<file path="src/rtl/tx_bb_sample_feeder.sv">
// Baseband sample FIFO feeding the DUC glue. A burst FSM primes on threshold or EOB,
// gates the DUC enable and flags underrun and end-of-burst.
module tx_bb_sample_feeder #(
   parameter int unsigned DEPTH_LOG2 = 4,
   parameter logic [7:0]  SR_BASE    = 8'd0
) (
   input  logic                  clock,
   input  logic                  reset,
   input  logic                  clear,
   input  logic                  set_stb,
   input  logic [7:0]            set_addr,
   input  logic [31:0]           set_data,
   input  logic [31:0]           in_data,
   input  logic                  in_eob,
   input  logic                  in_valid,
   output logic                  in_ready,
   output logic [31:0]           bb_sample,
   input  logic                  bb_strobe,
   output logic                  run,
   output logic                  underrun,
   output logic                  eob_ack,
   output logic [DEPTH_LOG2:0]   fill_level,
   output logic [31:0]           debug
);

   localparam int unsigned           DEPTH   = 2**DEPTH_LOG2;
   localparam logic [DEPTH_LOG2:0]   FULL    = (DEPTH_LOG2+1)'(DEPTH);
   localparam logic [DEPTH_LOG2:0]   CNT_ONE = (DEPTH_LOG2+1)'(1);
   localparam logic [DEPTH_LOG2-1:0] PTR_ONE = DEPTH_LOG2'(1);

   typedef enum logic [1:0] {
      ST_IDLE  = 2'd0,
      ST_RUN   = 2'd1,
      ST_ERROR = 2'd2
   } state_t;

   state_t                state, state_nxt;
   logic [32:0]           mem [DEPTH];
   logic [DEPTH_LOG2-1:0] wr_ptr, rd_ptr;
   logic [DEPTH_LOG2:0]   fill_cnt, eob_cnt, thresh, thresh_eff;
   logic                  push, pop, head_eob, push_eob, pop_eob;
   logic                  underrun_nxt, eob_ack_nxt;
   logic                  unused_set_bits;

   assign unused_set_bits = ^set_data[31:DEPTH_LOG2+1];

   // in_ready looks only at registered occupancy, so a same-cycle pop never raises it
   assign in_ready   = (fill_cnt != FULL);
   assign push       = in_valid && in_ready && !clear;
   assign head_eob   = mem[rd_ptr][32];
   assign push_eob   = push && in_eob;
   assign pop_eob    = pop && head_eob;
   assign fill_level = fill_cnt;
   assign thresh_eff = (thresh == '0 || thresh > FULL) ? FULL : thresh;

   always_comb begin
      state_nxt    = state;
      pop          = 1'b0;
      underrun_nxt = 1'b0;
      eob_ack_nxt  = 1'b0;
      run          = 1'b0;
      bb_sample    = '0;
      case (state)
         ST_IDLE: begin
            if (fill_cnt >= thresh_eff || eob_cnt != '0)
               state_nxt = ST_RUN;
         end
         ST_RUN: begin
            run = 1'b1;
            if (fill_cnt != '0)
               bb_sample = mem[rd_ptr][31:0];
            if (bb_strobe) begin
               if (fill_cnt != '0) begin
                  pop = 1'b1;
                  if (head_eob) begin
                     eob_ack_nxt = 1'b1;
                     state_nxt   = ST_IDLE;
                  end
               end else begin
                  underrun_nxt = 1'b1;
                  state_nxt    = ST_ERROR;
               end
            end
         end
         ST_ERROR: ;
         default: state_nxt = ST_IDLE;
      endcase
      if (clear) begin
         state_nxt    = ST_IDLE;
         pop          = 1'b0;
         underrun_nxt = 1'b0;
         eob_ack_nxt  = 1'b0;
      end
   end

   always_ff @(posedge clock) begin
      if (push)
         mem[wr_ptr] <= {in_eob, in_data};
   end

   always_ff @(posedge clock or posedge reset) begin
      if (reset) begin
         wr_ptr   <= '0;
         rd_ptr   <= '0;
         fill_cnt <= '0;
         eob_cnt  <= '0;
      end else if (clear) begin
         wr_ptr   <= '0;
         rd_ptr   <= '0;
         fill_cnt <= '0;
         eob_cnt  <= '0;
      end else begin
         if (push)
            wr_ptr <= wr_ptr + PTR_ONE;
         if (pop)
            rd_ptr <= rd_ptr + PTR_ONE;
         case ({push, pop})
            2'b10:   fill_cnt <= fill_cnt + CNT_ONE;
            2'b01:   fill_cnt <= fill_cnt - CNT_ONE;
            default: fill_cnt <= fill_cnt;
         endcase
         case ({push_eob, pop_eob})
            2'b10:   eob_cnt <= eob_cnt + CNT_ONE;
            2'b01:   eob_cnt <= eob_cnt - CNT_ONE;
            default: eob_cnt <= eob_cnt;
         endcase
      end
   end

   always_ff @(posedge clock or posedge reset) begin
      if (reset)
         thresh <= CNT_ONE;
      else if (set_stb && set_addr == SR_BASE)
         thresh <= set_data[DEPTH_LOG2:0];
   end

   always_ff @(posedge clock or posedge reset) begin
      if (reset) begin
         state    <= ST_IDLE;
         underrun <= 1'b0;
         eob_ack  <= 1'b0;
      end else begin
         state    <= state_nxt;
         underrun <= underrun_nxt;
         eob_ack  <= eob_ack_nxt;
      end
   end

   assign debug = {2'(state), in_valid, in_ready, bb_strobe, run, underrun, eob_ack,
                   8'h00, 16'(fill_cnt)};

endmodule

</file>
<file path="config.mk">
export PLATFORM = sky130hd
export DESIGN_NAME = tx_bb_sample_feeder
export DESIGN_NICKNAME = d
export VERILOG_FILES = /design/src/rtl/tx_bb_sample_feeder.sv
export SDC_FILE = /design/constraint.sdc
export NUM_CORES = 1
export LEC_CHECK = 0
export ABC_AREA = 1
export CORE_ASPECT_RATIO = 1.75
export CORE_MARGIN = 10
export CORE_UTILIZATION = 59
export DETAILED_ROUTE_END_ITERATION = 6
export PLACE_DENSITY = 0.77
export SLEW_MARGIN = 40
export SYNTH_ARGS = -nofsm -noshare
export SYNTH_HDL_FRONTEND = slang
export SYNTH_SLANG_ARGS = --single-unit
export TNS_END_PERCENT = 30
</file>
<file path="constraint.sdc">
create_clock -name clock -period 4.71 [get_ports clock]
set_input_delay 0.942 -clock clock [delete_from_list [all_inputs] [get_ports clock]]
set_output_delay 0.942 -clock clock [all_outputs]
set_load 0.01 [all_outputs]
</file>
==> key figures, run 1 <==
Route
  • DR WL/cell: 23.9 µm
  • Post-DRT Antenna Nets: 0
  • DRT Pass-1 Iters: 5
  • Via count: 14800
  • Iter 0 DRT Violations: roughly 1900
  • Drt drc: 0
  • Routed vias/inst: 6.32
  • Routed WL: 56.0 mm

Power and ir drop
  • Flop pwr share: 0.494
  • NetSw: 2880 µW
  • P_int: ~8300 µW
  • Leak: 0.00854 µW
  • Switching share of power: 0.257
  • Power per cell area: 437 nW/µm²
  • Clock Power Share: 0.344
  • VDD IR-drop max: 0.256 mV
  • Combinational share of power: 0.162

Status
  • Outcome: finished clean

Floorplanning
  • Die Ht: 280 µm
  • IO Pins: approximately 150
  • Die W: ~170 µm
  • Initial cell density of the core: 0.593
  • CORE AREA: 38300 µm²
  • Row count: 95
  • Die Area: about 47000 µm²

Worst setup path
  • Worst Path Buf+Inv: 4
  • Critical path required time: 3.77 ns
  • Critical path's most frequent cell: buf_4
  • Reg2reg start: rd_ptr[2]$_DFFE_PP0P_
  • RR Endpoint: eob_cnt[4]$_DFFE_PP0P_
  • Worst endpoint data arrival time: 3.59 ns
  • Worst Setup End Kind: output pin
  • R2R depth: 17
  • CP max-delay cell: dfrtp_2
  • Crit Path Category: reg -> out
  • R2R Setup Slk: ~0.92 ns
  • Crit path launch type: flip-flop
  • Max incr delay on CP: ~0.83 ns
  • Worst-path cell chain: clkinv_2 > buf_4 > a21oi_1 > a211oi_1 > buf_4 > clkdlybuf4s50_1
  • Delay-heaviest family, CP: buffers and inverters
  • Maximum fanout along the worst path: 35

Global routing
  • Largest net degree at the start of global routing: 128
  • Initial antenna violation count: 4
  • GRT Total Usage: 0.232
  • Vias in the first global route: 15100
  • First-pass GRT wire length: 85.8 mm
  • Grt total ovfl: 0

STA
  • Clock Skew: 0.0240 ns
  • # setup viols final: 0
  • Setup TNS Final: 0 ns
  • Worst slew pin tran: 0.887 ns
  • Peak Freq: 221 MHz
  • Relative slew slack: 0.406
  • Final hold vios: 0
  • RSZ-0062 raised after global routing: false
  • Final worst path period share: 0.962
  • Tmin final: approximately 4.5 ns
  • Slew Viols, Final: 0

Hold path
  • Class of the worst hold path: reg -> reg
  • WHS Endpoint: thresh[0]$_DFFE_PP1P_
  • Min-delay src: thresh[0]$_DFFE_PP1P_
  • Hold Crit Depth: 2

Clock tree
  • Clock Sink Count: approximately 560
  • Worst-Skew Late Latency: 0.57 ns
  • TritonCTS buffer count: between 40 and 50
  • Post-CTS resize count: 0
  • Setup bufs post-CTS: 0
  • H-tree depth: 2
  • Longest Clk Path Bufs: 3
  • CTS tree: done
  • CTS Root Buffer Type: clkbuf_16
  • Hold buffer count at CTS: 0
  • Clock slew at reported path FFs: 0.07 ns

Logic synthesis
  • Yosys reg bits: 555
  • Yosys top cell area share: 0.698
  • Top FF cell, synth: edfxtp_1
  • Synth unique cells: 41
  • Netlist area before placement: 22700 µm²
  • Post-synth EDFFs: 528
  • Async SR Flop Fraction: 0.0486
  • Cell count after synthesis: 1755
  • Post-synthesis sequential area ratio: 0.728
  • Ys Warns: 0
  • Area contributors post-synth: edfxtp_1 70%, o21ai_0 5.4%, nor2_1 4.1%
  • Yosys top cell by area: edfxtp_1
  • Synth Area per Inst: 12.9 µm²

Placed design
  • Dpl hpwl: 29.4 mm
  • GPL Wtd Cong: 0.787
  • Port bufs: 105

Layout
  • Final nets: 1923
  • Commonest non-fill, non-tap cell in the layout: edfxtp_1
  • Multi-input gate area: 5320 µm²
  • Layout fillers: around 2700
  • Syn-to-layout area delta: 12.9%
  • Final Util: 0.670
  • Most frequent cells in the layout: 528 x edfxtp_1, 244 x o21ai_0, 238 x nor2_1
  • Seq. cell area: between 15000 and 20000 µm²
  • Share of cells above drive strength 1: 0.0840

Job
  • Max Cap Viol: 0
==> final cells by class <==
class                   instances  share of cell area
inverters                      43             0.00664
repair buffers                145              0.0582
flip-flops and latches        555               0.645
clock buffers                  54              0.0461
diodes                          3            0.000293
well taps                     485              0.0237
multi-input cells            1035               0.208
clock inverters                25              0.0122
==> state kept, by name, summed over array words and instances, names as in the netlist <==
signal	cells
mem	528
eob_cnt	5
fill_level	5
thresh	5
rd_ptr	4
wr_ptr	4
state	2
eob_ack	1
underrun	1
==> tightest hold or removal path, cell delays in order, from the launching register on <==
cell	delay (ns)
dfstp_2	0.36
inv_1	0.09
o21ai_0	0.09
==> cell usage after synthesis (3+ instances only) <==
| cell | number |
|---|---|
| a31oi_1 | 12 |
| buf_4 | 39 |
| xnor2_1 | 3 |
| a211oi_1 | 10 |
| o21ai_0 | 244 |
| o22ai_1 | 119 |
| buf_8 | 5 |
| buf_6 | 13 |
| nand2_1 | 185 |
| ha_1 | 17 |
| nor3_1 | 10 |
| buf_2 | 20 |
| o21ai_1 | 6 |
| edfxtp_1 | 528 |
| buf_1 | 5 |
| a21oi_1 | 73 |
| clkbuf_1 | 58 |
| a211oi_2 | 15 |
| nor2_1 | 246 |
| o31a_1 | 6 |
| inv_1 | 40 |
| dfrtp_1 | 26 |
| xor2_1 | 3 |
| nand2_2 | 5 |
| nand3_1 | 29 |
| nand4_1 | 7 |
| o221ai_1 | 14 |
==> routing by layer <==
| layer | GRT usage | part of all wire |
|---|---|---|
| met1 | 0.275 | 0.36 |
| met2 | 0.406 | 0.53 |
| met3 | 0.0411 | 0.081 |
| met4 | 0.103 | 0.034 |
| met5 | 0 | 0.00021 |
==> worst max-delay path by stage <==
stage                          startpoint             endpoint  slack [ns]  cells past startpoint
global placement    rd_ptr[2]$_DFFE_PP0P_        bb_sample[27]        0.95                      5
global route        rd_ptr[2]$_DFFE_PP0P_        bb_sample[13]        0.08                      5
floorplan                           clear  mem[4][0]$_DFFE_PP_        0.49                      4
detailed placement  rd_ptr[2]$_DFFE_PP0P_        bb_sample[26]        0.92                      6
CTS                 rd_ptr[2]$_DFFE_PP0P_        bb_sample[27]        0.30                      5
finish              rd_ptr[2]$_DFFE_PP0P_         bb_sample[7]        0.18                      6
==> kinds of logic (layout without fill, tap and decap cells) <==
logic type	count (synthesis)	count (layout)	synth area share
flip-flops	555	555	0.728
AO/OA/AOI/OAI	501	501	0.127
AND/OR/NAND/NOR	490	490	0.0861
buffers and inverters	183	267	0.0449
adder cells (fa/ha/maj)	19	19	0.0111
XOR/XNOR	6	6	0.00231
other	1	22	0.000165
==> power by group through the flow <==
stage                     Clock [µW]  Sequential, µW  Combinational [µW]
after floorplan                    0            5630                1170
after global placement             0            5640                1720
after detailed placement           0            5640                1790
after CTS                       3870            5540                1810
after global routing            4040            5540                1990
final                           3850            5530                1820
==> metrics by stage <==
step | cell area [µm²] | setup WS [ns] | hold WS, ns | instances | total power [µW]
2_1_floorplan | 22800 | 0.490 | 0.495 | 1773 | 6810
3_3_place_gp | 24100 | 0.954 | 0.531 | 2263 | 7360
3_5_place_dp | 24100 | 0.920 | 0.534 | 2263 | 7440
4_1_cts | 25600 | 0.305 | 0.544 | 2342 | 11200
5_1_grt | 25600 | 0.0750 | 0.574 | 2345 | 11600
6_report | 25600 | 0.179 | 0.542 | 2345 | 11200
Note: power is estimated with default switching activity, not from simulation.
==> inputs of run 2 (changes only) <==
--- a/config.mk
+++ b/config.mk
@@ -5,11 +5,14 @@
 export SDC_FILE = /design/constraint.sdc
 export NUM_CORES = 1
 export LEC_CHECK = 0
-export ABC_AREA = 1
+export ABC_AREA = 0
+export CELL_PAD_IN_SITES_DETAIL_PLACEMENT = 0
+export CELL_PAD_IN_SITES_GLOBAL_PLACEMENT = 1
 export CORE_ASPECT_RATIO = 1.75
 export CORE_MARGIN = 10
-export CORE_UTILIZATION = 59
+export CORE_UTILIZATION = 52
 export DETAILED_ROUTE_END_ITERATION = 6
+export MAX_ROUTING_LAYER = met4
 export PLACE_DENSITY = 0.77
 export SLEW_MARGIN = 40
 export SYNTH_ARGS = -nofsm -noshare
==> run 2 against run 1 <==
  * Sequential share of layout area rose by 0.19 points
  * Clock power rose by 4%
  * Design area fell by 0.29%
  * Die area rose by 9.0%
  * Flip-flop and latch count did not move
  * Register-to-register slack improved by 0.19 ns
  * Sequential power fell by 0.9%
==> key figures, run 2 <==
Worst setup path
  • RR Endpoint: eob_cnt[4]$_DFFE_PP0P_
  • Critical Path Sink: bb_sample[20]
  • R2R depth: 10 (-7)
  • Worst Setup End Kind: output pin
  • CP Launch Point: rd_ptr[0]$_DFFE_PP0P_
  • R2R Setup Slk: 1.11 ns (+0.19 ns)
  • Worst endpoint data arrival time: 3.48 ns (-0.11 ns)
  • Reg2reg start: rd_ptr[1]$_DFFE_PP0P_
  • Crit path launch type: flip-flop
  • Crit Path Category: reg -> out
  • Maximum fanout along the worst path: 26 (-26%)
  • Critical path required time: 3.77 ns (about the same)

Route
  • Drt drc: 0 (unchanged)
  • DRT Pass-1 Iters: 5 (unchanged)
  • Via count: 10200 (-31%)
  • Iter 0 DRT Violations: 855 (-55%)
  • Routed vias/inst: 5.89 (-6.8%)
  • Routed WL: 46.1 mm (-18%)
  • Post-DRT Antenna Nets: 0 (unchanged)
  • DR WL/cell: 26.7 µm (+12%)

Logic synthesis
  • Cell count after synthesis: 993 (-43%)
  • Top cells by count, synth: 528 x edfxtp_1, 165 x mux4_2, 32 x and2_1
  • Count leader, synth: edfxtp_1
  • Top FF cell, synth: edfxtp_1
  • Netlist area before placement: 22000 µm² (-3.1%)
  • Post-synth EDFFs: 528 (unchanged)
  • Async SR Flop Fraction: 0.0486 (unchanged)
  • Yosys top cell area share: 0.721 (+0.0224)
  • Post-synthesis sequential area ratio: 0.752 (+0.0234)
  • Synth Area per Inst: 22.2 µm² (+71%)
  • Yosys top cell by area: edfxtp_1
  • Yosys reg bits: 555 (unchanged)
  • Ys Warns: 0 (unchanged)
  • Synth unique cells: 48 (+17%)
  • Area contributors post-synth: edfxtp_1 72%, mux4_2 17%, dfrtp_1 3.0%

Power and ir drop
  • VDD IR-drop max: 0.289 mV (+13%)
  • Power per cell area: 392 nW/µm² (-10%)
  • Leak: 0.00802 µW (-6.2%)

Global routing
  • Grt total ovfl: 0 (unchanged)
  • GRT Total Usage: 0.188 (-0.0446)
  • First-pass GRT wire length: 69.8 mm (-19%)
  • Initial antenna violation count: 2 (-2)
  • Vias in the first global route: 10900 (-28%)
  • Largest net degree at the start of global routing: 44 (-66%)

Layout
  • Most frequent cells in the layout: 528 x edfxtp_1, 165 x mux4_2, 105 x clkdlybuf4s50_1
  • Share of cells above drive strength 1: 0.266 (+0.182)
  • Syn-to-layout area delta: 16.2%
  • Layout fillers: 2881 (+7.9%)
  • Design area: 25600 µm² (-0.29%)
  • Largest register FFs: 528 (unchanged)
  • Largest Register: mem
  • Final Util: 0.612 (-0.0575)
  • Final nets: 1228 (-36%)
  • Commonest non-fill, non-tap cell in the layout: edfxtp_1

Clock tree
  • Clock slew at reported path FFs: 0.07 ns (about the same)
  • Worst-Skew Late Latency: 0.56 ns (about the same)
  • Post-CTS resize count: 0 (unchanged)
  • CTS tree: done
  • Longest Clk Path Bufs: 3 (unchanged)
  • TritonCTS buffer count: 49 (+8.9%)
  • CTS Root Buffer Type: clkbuf_16
  • Setup bufs post-CTS: 0 (unchanged)
  • H-tree depth: 2 (unchanged)
  • Hold buffer count at CTS: 0 (unchanged)
  • Clock Sink Count: 555 (unchanged)

Job
  • Max Cap Viol: 0 (unchanged)

STA
  • Tmin final: 4.42 ns (-0.114 ns)
  • Slew Viols, Final: 0 (unchanged)
  • # setup viols final: 0 (unchanged)
  • RSZ-0062 raised after global routing: false
  • Final hold vios: 0 (unchanged)
  • Min Hold Slack: 0.512 ns (-0.0302 ns)
  • Relative slew slack: 0.515 (+0.109)
  • Clock Skew: 0.0107 ns (-0.0133 ns)
  • Peak Freq: 226 MHz (+2.6%)
  • Setup TNS Final: 0 ns (unchanged)
  • Worst slew pin tran: 0.726 ns (-0.162 ns)
  • Final worst path period share: 0.938 (-0.0243)

Placed design
  • Area post-placement: 24000 µm² (-0.74%)
  • GPL Wtd Cong: 0.757 (-3.9%)
  • Dpl hpwl: 25.6 mm (-13%)
  • Port bufs: 105 (unchanged)

Floorplanning
  • CORE AREA: 41700 µm² (+9.1%)
  • Initial cell density of the core: 0.527 (-0.0662)
  • Row count: 99 (+4.2%)
  • Die Ht: 292 µm (+4.5%)
  • Die Area: 51300 µm² (+9.0%)
  • Die W: 175 µm (+4.3%)
  • IO Pins: 152 (unchanged)

Hold path
  • Class of the worst hold path: reg -> reg

Status
  • Outcome: finished clean
run 2: cell type report:
cell class                      count  area (µm²)  area share
Antenna cell                        2        5.00    0.000196
Clock buffer                       57        1300      0.0508
Clock inverter                     33         305      0.0119
Inverter                           12        45.0     0.00176
Multi-Input combinational cell    368        5190       0.203
Sequential cell                   555       16500       0.647
Tap cell                          555         694      0.0272
Timing Repair Buffer              144        1480      0.0580
run 2: critical path, stage by stage, from the launching register on:
cell and delay [ns]:
dfrtp_4 0.82, buf_4 0.35, mux4_2 0.54, mux4_2 0.49, and2_1 0.20, clkdlybuf4s50_1 0.49
run 2: per-layer routing:
layer | global-route usage | wire length [µm] | up-vias
met5 | - | 0 | -
met4 | 0.0523 | 988 | 0
met3 | 0.0315 | 2820 | 71
met2 | 0.316 | 24400 | 356
met1 | 0.232 | 17900 | 5411
li1 | - | - | 4336
run 2: cell families (layout without fill, tap and decap cells):
kind of cell,after synthesis,in the layout,share of synthesized area
mux,174,174,0.173
fa+ha+maj,19,19,0.0115
other cells,1,21,0.000170
flops,555,555,0.752
compound gates,31,31,0.00950
buf+inv,88,246,0.0212
simple gates,114,114,0.0275
xor+xnor,11,11,0.00523
run 2: how the worst min path moves through the flow:
stage                     startpoint                     to  slack (ns)  cells after the start
2_1_floorplan  thresh[4]$_DFFE_PP0P_  thresh[4]$_DFFE_PP0P_        0.48                      1
3_3_place_gp   thresh[4]$_DFFE_PP0P_  thresh[4]$_DFFE_PP0P_        0.49                      1
3_5_place_dp   thresh[4]$_DFFE_PP0P_  thresh[4]$_DFFE_PP0P_        0.50                      1
4_1_cts        thresh[4]$_DFFE_PP0P_  thresh[4]$_DFFE_PP0P_        0.52                      1
5_1_grt        thresh[4]$_DFFE_PP0P_  thresh[4]$_DFFE_PP0P_        0.53                      1
6_report       thresh[4]$_DFFE_PP0P_  thresh[4]$_DFFE_PP0P_        0.51                      1
run 2: per-stage QoR:
step | std cells | worst slack [ns] | power [µW]
final | 1726 | 0.293 | 10000
after global placement | 1634 | 0.806 | 6130
after detailed placement | 1634 | 0.777 | 6150
after global routing | 1726 | 0.135 | 10400
after floorplan | 1011 | 0.511 | 5890
after CTS | 1724 | 0.206 | 10100
run 2: where the power goes:
group | total, µW | leakage, µW | internal [µW] | switching (µW)
clock network | 4000 | 0.000775 | 2260 | 1740
logic | 545 | 0.00212 | 278 | 268
registers | 5480 | 0.00512 | 5450 | 33.7
